==> src/rtl/eth_rx_frame_sched_pkg.sv <==
`default_nettype none
// ============================================================================
//  Module   : eth_rx_frame_sched_pkg
//  Purpose  : Shared widths, frame-length limits and sequencer state encoding
//             for the Ethernet RX frame buffer read side (also used by the
//             RX writer).
//  Options  : ETH_RX_LEN_CHECK_EN adds the DROP state.
//  Revision : 1.0  initial release
// ============================================================================
package eth_rx_frame_sched_pkg;

    localparam int c_data_w  = 8;     // one byte per data FIFO line
    localparam int c_len_w   = 11;    // length entry width, bytes
    localparam int c_min_len = 64;    // smallest legal frame, bytes
    localparam int c_max_len = 1518;  // largest legal frame, bytes

    typedef enum logic [2:0] {
        ST_IDLE    = 3'd0,
        ST_LEN_POP = 3'd1,
        ST_LEN_CAP = 3'd2,
        ST_STREAM  = 3'd3
`ifdef ETH_RX_LEN_CHECK_EN
        ,ST_DROP   = 3'd4
`endif
    } sched_state_t;

endpackage
`default_nettype wire

==> src/rtl/eth_rx_frame_sched_skid.sv <==
`default_nettype none
// ============================================================================
//  Module   : eth_rx_skid_buf
//  Purpose  : 2-entry registered buffer with valid/ready on both sides and
//             an occupancy count. Output is always driven from a register.
//  Ports    : i_sys_clk/i_rstn       clock, synchronous active-low reset
//             i_in_valid/o_in_ready  write side handshake, i_in_data payload
//             o_out_valid/i_out_ready read side handshake, o_out_data payload
//             o_count                entries held (0..2)
//  Revision : 1.0  initial release
// ============================================================================
module eth_rx_skid_buf
    import eth_rx_frame_sched_pkg::*;
#(
    parameter int WIDTH = c_data_w + 2
) (
    input  logic             i_sys_clk,
    input  logic             i_rstn,
    input  logic             i_in_valid,
    output logic             o_in_ready,
    input  logic [WIDTH-1:0] i_in_data,
    output logic             o_out_valid,
    input  logic             i_out_ready,
    output logic [WIDTH-1:0] o_out_data,
    output logic [1:0]       o_count
);

    logic [WIDTH-1:0] r_mem0;   // head entry, drives the output
    logic [WIDTH-1:0] r_mem1;
    logic [1:0]       r_count;
    logic             w_push;
    logic             w_pop;

    assign o_out_valid = (r_count != 2'd0);
    assign o_out_data  = r_mem0;
    assign o_count     = r_count;
    // A full buffer still accepts when the head leaves in the same cycle.
    assign o_in_ready  = (r_count != 2'd2) || i_out_ready;
    assign w_push      = i_in_valid && o_in_ready;
    assign w_pop       = o_out_valid && i_out_ready;

    always_ff @(posedge i_sys_clk) begin
        if (!i_rstn) begin
            r_mem0  <= '0;
            r_mem1  <= '0;
            r_count <= 2'd0;
        end else begin
            case ({w_push, w_pop})
                2'b10: begin
                    if (r_count == 2'd0) r_mem0 <= i_in_data;
                    else                 r_mem1 <= i_in_data;
                    r_count <= r_count + 2'd1;
                end
                2'b01: begin
                    r_mem0  <= r_mem1;
                    r_count <= r_count - 2'd1;
                end
                2'b11: begin
                    if (r_count == 2'd1) begin
                        r_mem0 <= i_in_data;
                    end else begin
                        r_mem0 <= r_mem1;
                        r_mem1 <= i_in_data;
                    end
                end
                default: ;
            endcase
        end
    end

endmodule
`default_nettype wire

==> src/rtl/eth_rx_frame_sched.sv <==
`default_nettype none
// ============================================================================
//  Module   : eth_rx_frame_sched
//  Purpose  : Read-side sequencer of the RX frame buffer. Pops a frame
//             length, then exactly that many data lines, and presents them
//             downstream as a valid/ready stream framed with SOF/EOF.
//  Ports    : i_sys_clk, i_rstn (synchronous, active low)
//             o_len_fifo_r_en / i_len_fifo_empty / i_len_fifo_data
//             o_data_fifo_r_en / i_data_fifo_empty / i_data_fifo_data
//             o_frm_valid/o_frm_data/o_frm_sof/o_frm_eof, i_frm_ready
//             o_frm_drop (illegal-length frame discarded), o_busy
//  Options  : ETH_RX_LEN_CHECK_EN - frames outside MIN_LEN..MAX_LEN are
//             drained from the data FIFO and reported on o_frm_drop.
//  Revision : 1.0  initial release
// ============================================================================
module eth_rx_frame_sched
    import eth_rx_frame_sched_pkg::*;
#(
    parameter int DATA_W  = c_data_w,
    parameter int LEN_W   = c_len_w,
    parameter int MIN_LEN = c_min_len,
    parameter int MAX_LEN = c_max_len
) (
    input  logic              i_sys_clk,
    input  logic              i_rstn,
    output logic              o_len_fifo_r_en,
    input  logic              i_len_fifo_empty,
    input  logic [LEN_W-1:0]  i_len_fifo_data,
    output logic              o_data_fifo_r_en,
    input  logic              i_data_fifo_empty,
    input  logic [DATA_W-1:0] i_data_fifo_data,
    output logic              o_frm_valid,
    output logic [DATA_W-1:0] o_frm_data,
    output logic              o_frm_sof,
    output logic              o_frm_eof,
    input  logic              i_frm_ready,
    output logic              o_frm_drop,
    output logic              o_busy
);

    sched_state_t     r_state;
    logic             r_len_r_en;
    logic [LEN_W-1:0] r_rem;       // data lines still to pop for this frame
    logic             r_first;     // next pop is the frame's first line
    logic             r_inflight;  // a popped line arrives this cycle
    logic             r_inf_sof;
    logic             r_inf_eof;

    logic             w_stream_pop;
    logic             w_drop_pop;
    logic             w_last_pop;
    logic             w_skid_in_ready;
    logic [1:0]       w_skid_cnt;
    logic             w_skid_deq;
    logic [1:0]       w_load;

    // Occupancy seen by the pop rule excludes a beat leaving this cycle, so
    // one pop per cycle is sustained while ready is held high.
    assign w_skid_deq   = o_frm_valid && i_frm_ready;
    assign w_load       = {1'b0, r_inflight} + w_skid_cnt - {1'b0, w_skid_deq};
    assign w_stream_pop = (r_state == ST_STREAM) && !i_data_fifo_empty &&
                          (r_rem != '0) && (w_load < 2'd2);

`ifdef ETH_RX_LEN_CHECK_EN
    logic w_len_illegal;
    assign w_len_illegal = (int'(i_len_fifo_data) < MIN_LEN) ||
                           (int'(i_len_fifo_data) > MAX_LEN);
    assign w_drop_pop    = (r_state == ST_DROP) && !i_data_fifo_empty && (r_rem != '0);
    assign o_frm_drop    = w_drop_pop && (r_rem == LEN_W'(1));
`else
    assign w_drop_pop    = 1'b0;
    assign o_frm_drop    = 1'b0;
`endif

    assign o_data_fifo_r_en = w_stream_pop || w_drop_pop;
    assign w_last_pop       = o_data_fifo_r_en && (r_rem == LEN_W'(1));
    assign o_len_fifo_r_en  = r_len_r_en;
    assign o_busy           = (r_state != ST_IDLE);

    always_ff @(posedge i_sys_clk) begin
        if (!i_rstn) begin
            r_state    <= ST_IDLE;
            r_len_r_en <= 1'b0;
            r_rem      <= '0;
            r_first    <= 1'b0;
            r_inflight <= 1'b0;
            r_inf_sof  <= 1'b0;
            r_inf_eof  <= 1'b0;
        end else begin
            r_len_r_en <= 1'b0;
            r_inflight <= w_stream_pop;
            // Frame markers are fixed at pop time so an overlapping next
            // frame cannot disturb beats still draining from the skid.
            if (w_stream_pop) begin
                r_inf_sof <= r_first;
                r_inf_eof <= (r_rem == LEN_W'(1));
                r_first   <= 1'b0;
            end
            if (o_data_fifo_r_en) r_rem <= r_rem - LEN_W'(1);

            case (r_state)
                ST_IDLE: begin
                    if (!i_len_fifo_empty) begin
                        r_state    <= ST_LEN_POP;
                        r_len_r_en <= 1'b1;
                    end
                end
                ST_LEN_POP: r_state <= ST_LEN_CAP;
                ST_LEN_CAP: begin
                    // Length entry is on the bus the cycle after its pop.
                    r_rem   <= i_len_fifo_data;
                    r_first <= 1'b1;
                    if (i_len_fifo_data == '0)
                        r_state <= ST_IDLE;
`ifdef ETH_RX_LEN_CHECK_EN
                    else if (w_len_illegal)
                        r_state <= ST_DROP;
`endif
                    else
                        r_state <= ST_STREAM;
                end
                ST_STREAM: begin
                    // Start the next length pop right behind the last data
                    // pop when one is waiting; otherwise drain fully first.
                    if (w_last_pop && !i_len_fifo_empty) begin
                        r_state    <= ST_LEN_POP;
                        r_len_r_en <= 1'b1;
                    end else if ((r_rem == '0) && !r_inflight && (w_skid_cnt == 2'd0)) begin
                        r_state <= ST_IDLE;
                    end
                end
`ifdef ETH_RX_LEN_CHECK_EN
                ST_DROP: begin
                    if (w_last_pop) r_state <= ST_IDLE;
                end
`endif
                default: r_state <= ST_IDLE;
            endcase
        end
    end

    eth_rx_skid_buf #(
        .WIDTH (DATA_W + 2)
    ) u_skid (
        .i_sys_clk   (i_sys_clk),
        .i_rstn      (i_rstn),
        .i_in_valid  (r_inflight && w_skid_in_ready),
        .o_in_ready  (w_skid_in_ready),
        .i_in_data   ({r_inf_sof, r_inf_eof, i_data_fifo_data}),
        .o_out_valid (o_frm_valid),
        .i_out_ready (i_frm_ready),
        .o_out_data  ({o_frm_sof, o_frm_eof, o_frm_data}),
        .o_count     (w_skid_cnt)
    );

endmodule
`default_nettype wire
==> config.mk <==
export PLATFORM = sky130hd
export DESIGN_NAME = eth_rx_frame_sched
export DESIGN_NICKNAME = d
export VERILOG_FILES = /design/src/rtl/eth_rx_frame_sched_pkg.sv /design/src/rtl/eth_rx_frame_sched_skid.sv /design/src/rtl/eth_rx_frame_sched.sv
export SDC_FILE = /design/constraint.sdc
export NUM_CORES = 1
export LEC_CHECK = 0
export ABC_AREA = 1
export BUFFER_PORTS_ARGS = -buffer_cell sky130_fd_sc_hd__clkbuf_2
export CAP_MARGIN = 0
export CELL_PAD_IN_SITES_DETAIL_PLACEMENT = 1
export CELL_PAD_IN_SITES_GLOBAL_PLACEMENT = 2
export CORE_MARGIN = 2
export CORE_UTILIZATION = 33
export DETAILED_ROUTE_END_ITERATION = 8
export PLACE_DENSITY = 0.89
export SLEW_MARGIN = 20
export SYNTH_ARGS = -nofsm -noshare
export SYNTH_HDL_FRONTEND = slang
export SYNTH_SLANG_ARGS = --single-unit
==> constraint.sdc <==
create_clock -name i_sys_clk -period 3.6 [get_ports i_sys_clk]
set_input_delay 0.54 -clock i_sys_clk [delete_from_list [all_inputs] [get_ports i_sys_clk]]
set_output_delay 0.54 -clock i_sys_clk [all_outputs]
set_load 0.005 [all_outputs]
==> load_flow_metrics.sql, run 1 <==
INSERT INTO impl_metrics (metric_group, metric, value, unit) VALUES
('worst_setup_path', 'critical-path-top-delay-family', 'buffers and inverters', ''),
('hold_path', 'hp-class', 'register to register', ''),
('synth', 'synth.ff_latch_count', '40', ''),
('worst_setup_path', 'critical-path-top-cell-by-count', 'inv_1', ''),
('final_layout', 'utilization', '39.7', '%'),
('job', 'timing.max_cap.violations', '0', ''),
('timing', 'setup_tns', '0', 'ns'),
('placement', 'gp_routability_congestion', '0.765', ''),
('synth', 'synth-main-ff-cell', 'dfxtp_1', ''),
('final_layout', 'antenna_cells', '0', ''),
('cts', 'htree_levels', '2', ''),
('worst_setup_path', 'crit_start_category', 'register', ''),
('synth', 'post_synth_inst_count', '346', ''),
('timing', 'max_freq', '333', 'MHz'),
('floorplanning', 'die_width', '87.7', 'um'),
('timing', 'fin_worst_skew', '0.00715', 'ns'),
('worst_setup_path', 'worst_path_max_delay_cell', 'dfxtp_1', ''),
('worst_setup_path', 'critical_path.cell_chain', 'inv_1, ha_1, inv_1, nand2_2, inv_1, ha_1, inv_1, nand2_1, nand2_1, nand3_1, nor2_2, clkbuf_2', ''),
('synth', 'asyncSetResetFlopFracSynth', '0', '%'),
('worst_setup_path', 'end_kind', 'primary output', ''),
('cts', 'cts.clk_slew.worst_paths', '0.09', 'ns'),
('synth', 'synth.yosys.seq_area_share', '34.6', '%'),
('worst_setup_path', 'critical_path_buf_inv_count', '5', ''),
('pwr', 'power_leakage', '1.28', 'nW'),
('floorplanning', 'floorplan.initialDensity', '34.1', '%'),
('cts', 'ctsLongestPathBuffers', '2', ''),
('floorplanning', 'die_height', '87.7', 'um'),
('drt', 'postRouteWirelength', '6.27', 'mm'),
('drt', 'route.vias.total', '2268', ''),
('placement', 'post-dp-hpwl', '4.70', 'mm'),
('timing', 'period_share', '83.5', '%'),
('final_layout', 'num-nets-final', '419', ''),
('worst_setup_path', 'cp.required', '3.06', 'ns'),
('global_route', 'grt_first_pass_wirelength', '10.2', 'mm'),
('drt', 'avgRoutedWirePerCell', '13.1', 'um'),
('final_layout', 'mostFrequentLayoutCell', 'nand2_1', ''),
('timing', 'grt_setup_unrepaired', 'no', ''),
('global_route', 'pin_count_of_the_biggest_net_entering_global_routing', '32', ''),
('final_layout', 'mostFrequentLayoutCells', 'nand2_1 (65), inv_1 (55), nor2_1 (47), dfxtp_1 (40), clkbuf_2 (37)', ''),
('worst_setup_path', 'cp_data_arrival_time', '2.47', 'ns'),
('drt', 'first_pass_iters', '4', ''),
('timing', 'timing.final.max_slew_violations', '0', ''),
('timing', 'shortest_period_the_worst_path_allows', '3.01', 'ns'),
('drt', 'route.detailed.drc', '0', ''),
('pwr', 'cellInternalPower', '1.22', 'mW'),
('floorplanning', 'dieArea', '0.00770', 'sq mm'),
('cts', 'worst_skew_pair.late_latency', '0.30', 'ns'),
('floorplanning', 'ioPinCount', '39', ''),
('cts', 'cts_inserted_buffers', '5', ''),
('pwr', 'comb_power_share', '54.2', '%'),
('synth', 'synth_warnings', '0', ''),
('floorplanning', 'core_region_area', '0.00679', 'sq mm'),
('outcome', 'run_status', 'completed', ''),
('pwr', 'vdd_drop_max', '0.289', 'mV'),
('pwr', 'clock_power_share', '16.4', '%'),
('global_route', 'grt_pass1_vias', '2274', ''),
('global_route', 'overflow', '0', ''),
('placement', 'io_buffer_count', '37', ''),
('worst_setup_path', 'cp_slowest_stage_delay', '0.36', 'ns'),
('global_route', 'overall_fraction_of_global_route_tracks_in_use', '17.3', '%'),
('pwr', 'power.switching', '1.05', 'mW'),
('worst_setup_path', 'setup_cp_type', 'register to primary output', ''),
('synth', 'yosys-top-cells-area', 'dfxtp_1 (35%), nand2_1 (11%), inv_1 (8.9%)', ''),
('synth', 'syn_area', '0.00231', 'sq mm'),
('cts', 'tritoncts_clock_tree', 'built', ''),
('final_layout', 'layout-drive-gt1-share', '15.1', '%'),
('timing', 'final_hold_viol_count', '0', ''),
('timing', 'tightest_slew', '0.764', 'ns'),
('cts', 'cts_hold_repair.buffers', '0', ''),
('synth', 'netlist.area_leader.share', '34.6', '%'),
('drt', 'drt_first_iter_violations', '56', '');
[layer usage]
metal	GRT usage [%]	vias up	wire length (um)
met3	2.92	7	174
met1	19.3	1055	2750
met4	6.29	0	97
li1	-	1177	-
met5	0	-	0
met2	32.6	29	3250
[path summary, 6_finish.rpt]
check | from | to | depth (start not counted)
worst max register to register | u_skid.o_count[1] | u_skid.o_out_data[0] | 10
worst min-delay path | u_skid.r_mem1[9] | u_skid.r_mem1[9] | 2
worst min register to register | u_skid.r_mem1[9] | u_skid.r_mem1[9] | 2
worst max-delay path | u_skid.o_count[1] | o_data_fifo_r_en | 12
[registers in the layout, summed over array words and instances (netlist names)]
name               flops
u_skid.o_count         2
r_inflight             1
o_len_fifo_r_en        1
r_inf_eof              1
u_skid.r_mem1         10
r_rem                 11
r_first                1
r_inf_sof              1
r_state                2
u_skid.o_out_data     10
[per-stage QoR]
stage	hold WS, ns	instance area, sq um	worst slack, ns	cells	power [mW]
after floorplan	0.430	2310	1.38	346	1.59
after global placement	0.444	2580	1.01	471	1.89
after detailed placement	0.452	2580	0.930	471	1.92
after CTS	0.466	2700	0.568	479	2.31
after global routing	0.491	2700	0.325	479	2.50
final	0.458	2700	0.594	479	2.27
[area by class of cell]
type / count / area, sq um
Timing Repair Buffer: 37 / 185
Fill cell: 892 / 4100
Inverter: 58 / 223
Clock inverter: 3 / 42.5
Tap cell: 96 / 120
Sequential cell: 40 / 801
Multi-Input combinational cell: 240 / 1260
Clock buffer: 5 / 68.8
[tightest hold or removal path: cells and delay by family (launching register included)]
family | cells | cell delay [ns]
AO/OA/AOI/OAI | 1 | 0.05
flip-flops | 1 | 0.30
buffers and inverters | 1 | 0.06
[power groups by stage]
stage	logic (mW)	registers, mW	clock network (mW)
3_5_place_dp	1.24	0.676	0
6_report	1.23	0.667	0.373
4_1_cts	1.25	0.667	0.390
3_3_place_gp	1.22	0.672	0
5_1_grt	1.42	0.684	0.399
2_1_floorplan	0.938	0.654	0
[Yosys cell counts (2+ instances only)]
cell	n
a21oi_1	29
dfxtp_1	40
inv_1	55
nor2_2	3
nand2_4	4
nand2_2	2
o22ai_1	4
clkbuf_1	7
ha_1	13
a21boi_0	2
nand3_1	18
nor2_1	47
o32ai_1	6
clkinv_1	2
nor3_1	2
o21ai_0	35
nand2_1	65
[cell families after synthesis]
family / count (synthesis) / synth area share, %
AOI/OAI and AO/OA: 80 / 19.2
xor gates and xnor gates: 1 / 0.379
adders and majority gates: 13 / 7.03
buffers and inverters: 66 / 11.1
DFF: 40 / 34.6
other: 1 / 0.162
and+or+nand+nor: 145 / 27.5
Power figures use the tool's default switching activity.
==> run 2, diff against run 1 <==
--- a/config.mk
+++ b/config.mk
@@ -11,9 +11,9 @@
 export CELL_PAD_IN_SITES_DETAIL_PLACEMENT = 1
 export CELL_PAD_IN_SITES_GLOBAL_PLACEMENT = 2
 export CORE_MARGIN = 2
-export CORE_UTILIZATION = 33
+export CORE_UTILIZATION = 30
 export DETAILED_ROUTE_END_ITERATION = 8
-export PLACE_DENSITY = 0.89
+export PLACE_DENSITY = 0.82
 export SLEW_MARGIN = 20
 export SYNTH_ARGS = -nofsm -noshare
 export SYNTH_HDL_FRONTEND = slang
==> constraint.sdc (replaced) <==
create_clock -name i_sys_clk -period 3.1 [get_ports i_sys_clk]
set_input_delay 0.465 -clock i_sys_clk [delete_from_list [all_inputs] [get_ports i_sys_clk]]
set_output_delay 0.465 -clock i_sys_clk [all_outputs]
set_load 0.005 [all_outputs]
==> load_flow_metrics.sql, run 2 (same netlist as run 1, synthesis figures left out) <==
INSERT INTO impl_metrics (metric_group, metric, value, unit) VALUES
('cts', 'cts-root-buf', 'clkbuf_8', ''),
('cts', 'cts.clk_slew.worst_paths', '0.09', 'ns'),
('timing', 'setup_tns', '0', 'ns'),
('drt', 'route.detailed.drc', '0', ''),
('drt', 'postRouteAntennaNets', '0', ''),
('hold_path', 'min-delay-start', 'i_data_fifo_data[2]', ''),
('floorplanning', 'die_height', '91.8', 'um'),
('placement', 'io_buffer_count', '37', ''),
('placement', 'gp_routability_congestion', '0.821', ''),
('cts', 'worst_skew_pair.late_latency', '0.30', 'ns'),
('drt', 'drt_first_iter_violations', '38', ''),
('timing', 'period_share', '88.4', '%'),
('worst_setup_path', 'cp.required', '2.63', 'ns'),
('global_route', 'pin_count_of_the_biggest_net_entering_global_routing', '31', ''),
('worst_setup_path', 'rr_startpoint', 'u_skid.o_count[1]', ''),
('worst_setup_path', 'timing.rr.end', 'r_rem[6]', ''),
('hold_path', 'hp-class', 'primary input to register', ''),
('placement', 'detailed_place.area', '0.00262', 'sq mm'),
('floorplanning', 'die_width', '91.8', 'um'),
('cts', 'postCtsSetupBuffers', '0', ''),
('global_route', 'overflow', '0', ''),
('cts', 'clkSinkCount', '40', ''),
('final_layout', 'mostFrequentLayoutCell', 'nand2_1', ''),
('worst_setup_path', 'cp_max_fo', '10', ''),
('floorplanning', 'floorplan.initialDensity', '30.4', '%'),
('hold_path', 'min_path_cells', '3', ''),
('timing', 'fin_worst_skew', '0.00456', 'ns'),
('final_layout', 'mostFrequentLayoutCells', 'nand2_1 (65), inv_1 (54), nor2_1 (47), dfxtp_1 (40), clkbuf_2 (37)', ''),
('cts', 'htree_levels', '2', ''),
('timing', 'timing.final.max_slew_violations', '0', ''),
('drt', 'avgRoutedWirePerCell', '12.9', 'um'),
('floorplanning', 'ioPinCount', '39', ''),
('final_layout', 'largest_register_ff_count', '11', ''),
('final_layout', 'final_area', '0.00274', 'sq mm'),
('worst_setup_path', 'timing.critical_path.from', 'u_skid.o_count[1]', ''),
('worst_setup_path', 'cp_data_arrival_time', '2.27', 'ns'),
('cts', 'tritoncts_clock_tree', 'built', ''),
('final_layout', 'num-nets-final', '423', ''),
('global_route', 'grt_antenna_before_repair', '0', ''),
('timing', 'max_freq', '365', 'MHz'),
('drt', 'via_per_inst', '4.63', ''),
('pwr', 'vdd_drop_max', '0.335', 'mV'),
('floorplanning', 'core_region_area', '0.00761', 'sq mm'),
('drt', 'first_pass_iters', '4', ''),
('final_layout', 'areaGrowthSynthToFinish', '18.3', '%'),
('final_layout', 'antenna_cells', '0', ''),
('worst_setup_path', 'crit_start_category', 'register', ''),
('final_layout', 'layout-drive-gt1-share', '16.3', '%'),
('drt', 'route.vias.total', '2265', ''),
('placement', 'dp.cells', '481', ''),
('timing', 'grt_setup_unrepaired', 'no', ''),
('final_layout', 'max_flop_register', 'r_rem', ''),
('timing', 'timing.final.setup_violations', '0', ''),
('worst_setup_path', 'reg2reg_depth', '16', ''),
('global_route', 'grt_first_pass_wirelength', '10.8', 'mm'),
('timing', 'final_hold_viol_count', '0', ''),
('outcome', 'run_status', 'completed', ''),
('worst_setup_path', 'end_kind', 'primary output', ''),
('drt', 'postRouteWirelength', '6.32', 'mm'),
('global_route', 'grt_pass1_vias', '2304', ''),
('final_layout', 'area_used_by_multi_input_combinational_logic', '0.00126', 'sq mm'),
('floorplanning', 'rows', '32', ''),
('pwr', 'finalPower', '2.66', 'mW'),
('floorplanning', 'dieArea', '0.00843', 'sq mm'),
('final_layout', 'final-seq-area', '801', 'sq um'),
('timing', 'shortest_period_the_worst_path_allows', '2.74', 'ns'),
('hold_path', 'min_to', 'u_skid.r_mem1[2]', ''),
('cts', 'cts_hold_repair.buffers', '0', ''),
('final_layout', 'layoutNonFillerInstCount', '489', ''),
('pwr', 'power_leakage', '1.30', 'nW'),
('worst_setup_path', 'setup_cp_type', 'register to primary output', ''),
('global_route', 'overall_fraction_of_global_route_tracks_in_use', '16.1', '%'),
('pwr', 'power_density_normalized_to_cell_area', '973', 'mW/mm^2'),
('placement', 'post-dp-hpwl', '4.90', 'mm'),
('cts', 'ctsLongestPathBuffers', '2', ''),
('job', 'timing.max_cap.violations', '0', ''),
('worst_setup_path', 'r2r_setup_slk', '0.70', 'ns'),
('cts', 'cts_inserted_buffers', '5', ''),
('final_layout', 'fillerInstances', '1019', '');
[run 2: cell types whose count changed in the layout (fill, tap and decap cells not counted), sizes merged]
cell    previous run  this run
buf                0         4
clkinv             4         3
inv               55        56
[run 2: layout make-up]
type | instances | area share, %
multi-input cells | 240 | 45.9
flip-flops and latches | 40 | 29.3
clock inverters | 3 | 1.69
clock buffers | 5 | 2.51
inverters | 58 | 8.14
well taps | 102 | 4.66
repair buffers | 41 | 7.86
[run 2: how the worst max path moves through the flow]
stage	endpoint	slack (ns)	cells after the start
4_1_cts	o_data_fifo_r_en	0.23	12
3_5_place_dp	o_data_fifo_r_en	0.58	12
2_1_floorplan	o_data_fifo_r_en	0.95	11
6_report	o_data_fifo_r_en	0.36	12
3_3_place_gp	o_data_fifo_r_en	0.67	12
5_1_grt	o_data_fifo_r_en	0.09	13
[run 2: layer usage]
layer,part of all wire [%],vias up,global-route usage [%]
met4,0.63,0,3.73
met5,0,-,0
met1,45,1043,18.7
met2,52,30,30.4
met3,2.6,4,2.79
li1,-,1188,-
[run 2: report_power, final]
part           total [mW]  switching, mW  leakage, nW  internal (mW)
clock network       0.442          0.200       0.0548          0.243
logic                1.45          0.917        0.918          0.533
registers           0.772          0.111        0.325          0.661
[run 2: stage by stage]
| step | utilization (%) | worst slack (ns) | hold WS [ns] |
|---|---|---|---|
| after floorplan | - | 0.953 | 0.430 |
| after global placement | 34.5 | 0.672 | 0.441 |
| after detailed placement | 34.5 | 0.581 | 0.446 |
| after CTS | 36.0 | 0.235 | 0.383 |
| after global routing | 36.0 | 0.0880 | 0.408 |
| final | 36.0 | 0.361 | 0.394 |
[run 2: worst max-delay path, stage by stage, from the launching register on]
cell,delay (ns)
dfxtp_1,0.37
inv_1,0.10
ha_1,0.22
inv_1,0.11
nand2_2,0.16
inv_2,0.17
ha_1,0.27
inv_1,0.06
nand2_1,0.05
nand2_1,0.08
nand3_1,0.09
nor2_2,0.16
clkbuf_2,0.13
[run 2: timing repair]
item,CTS,global route
resized for setup,0,1
endpoints found under the hold margin,0,0
endpoints found under the setup margin,0,1
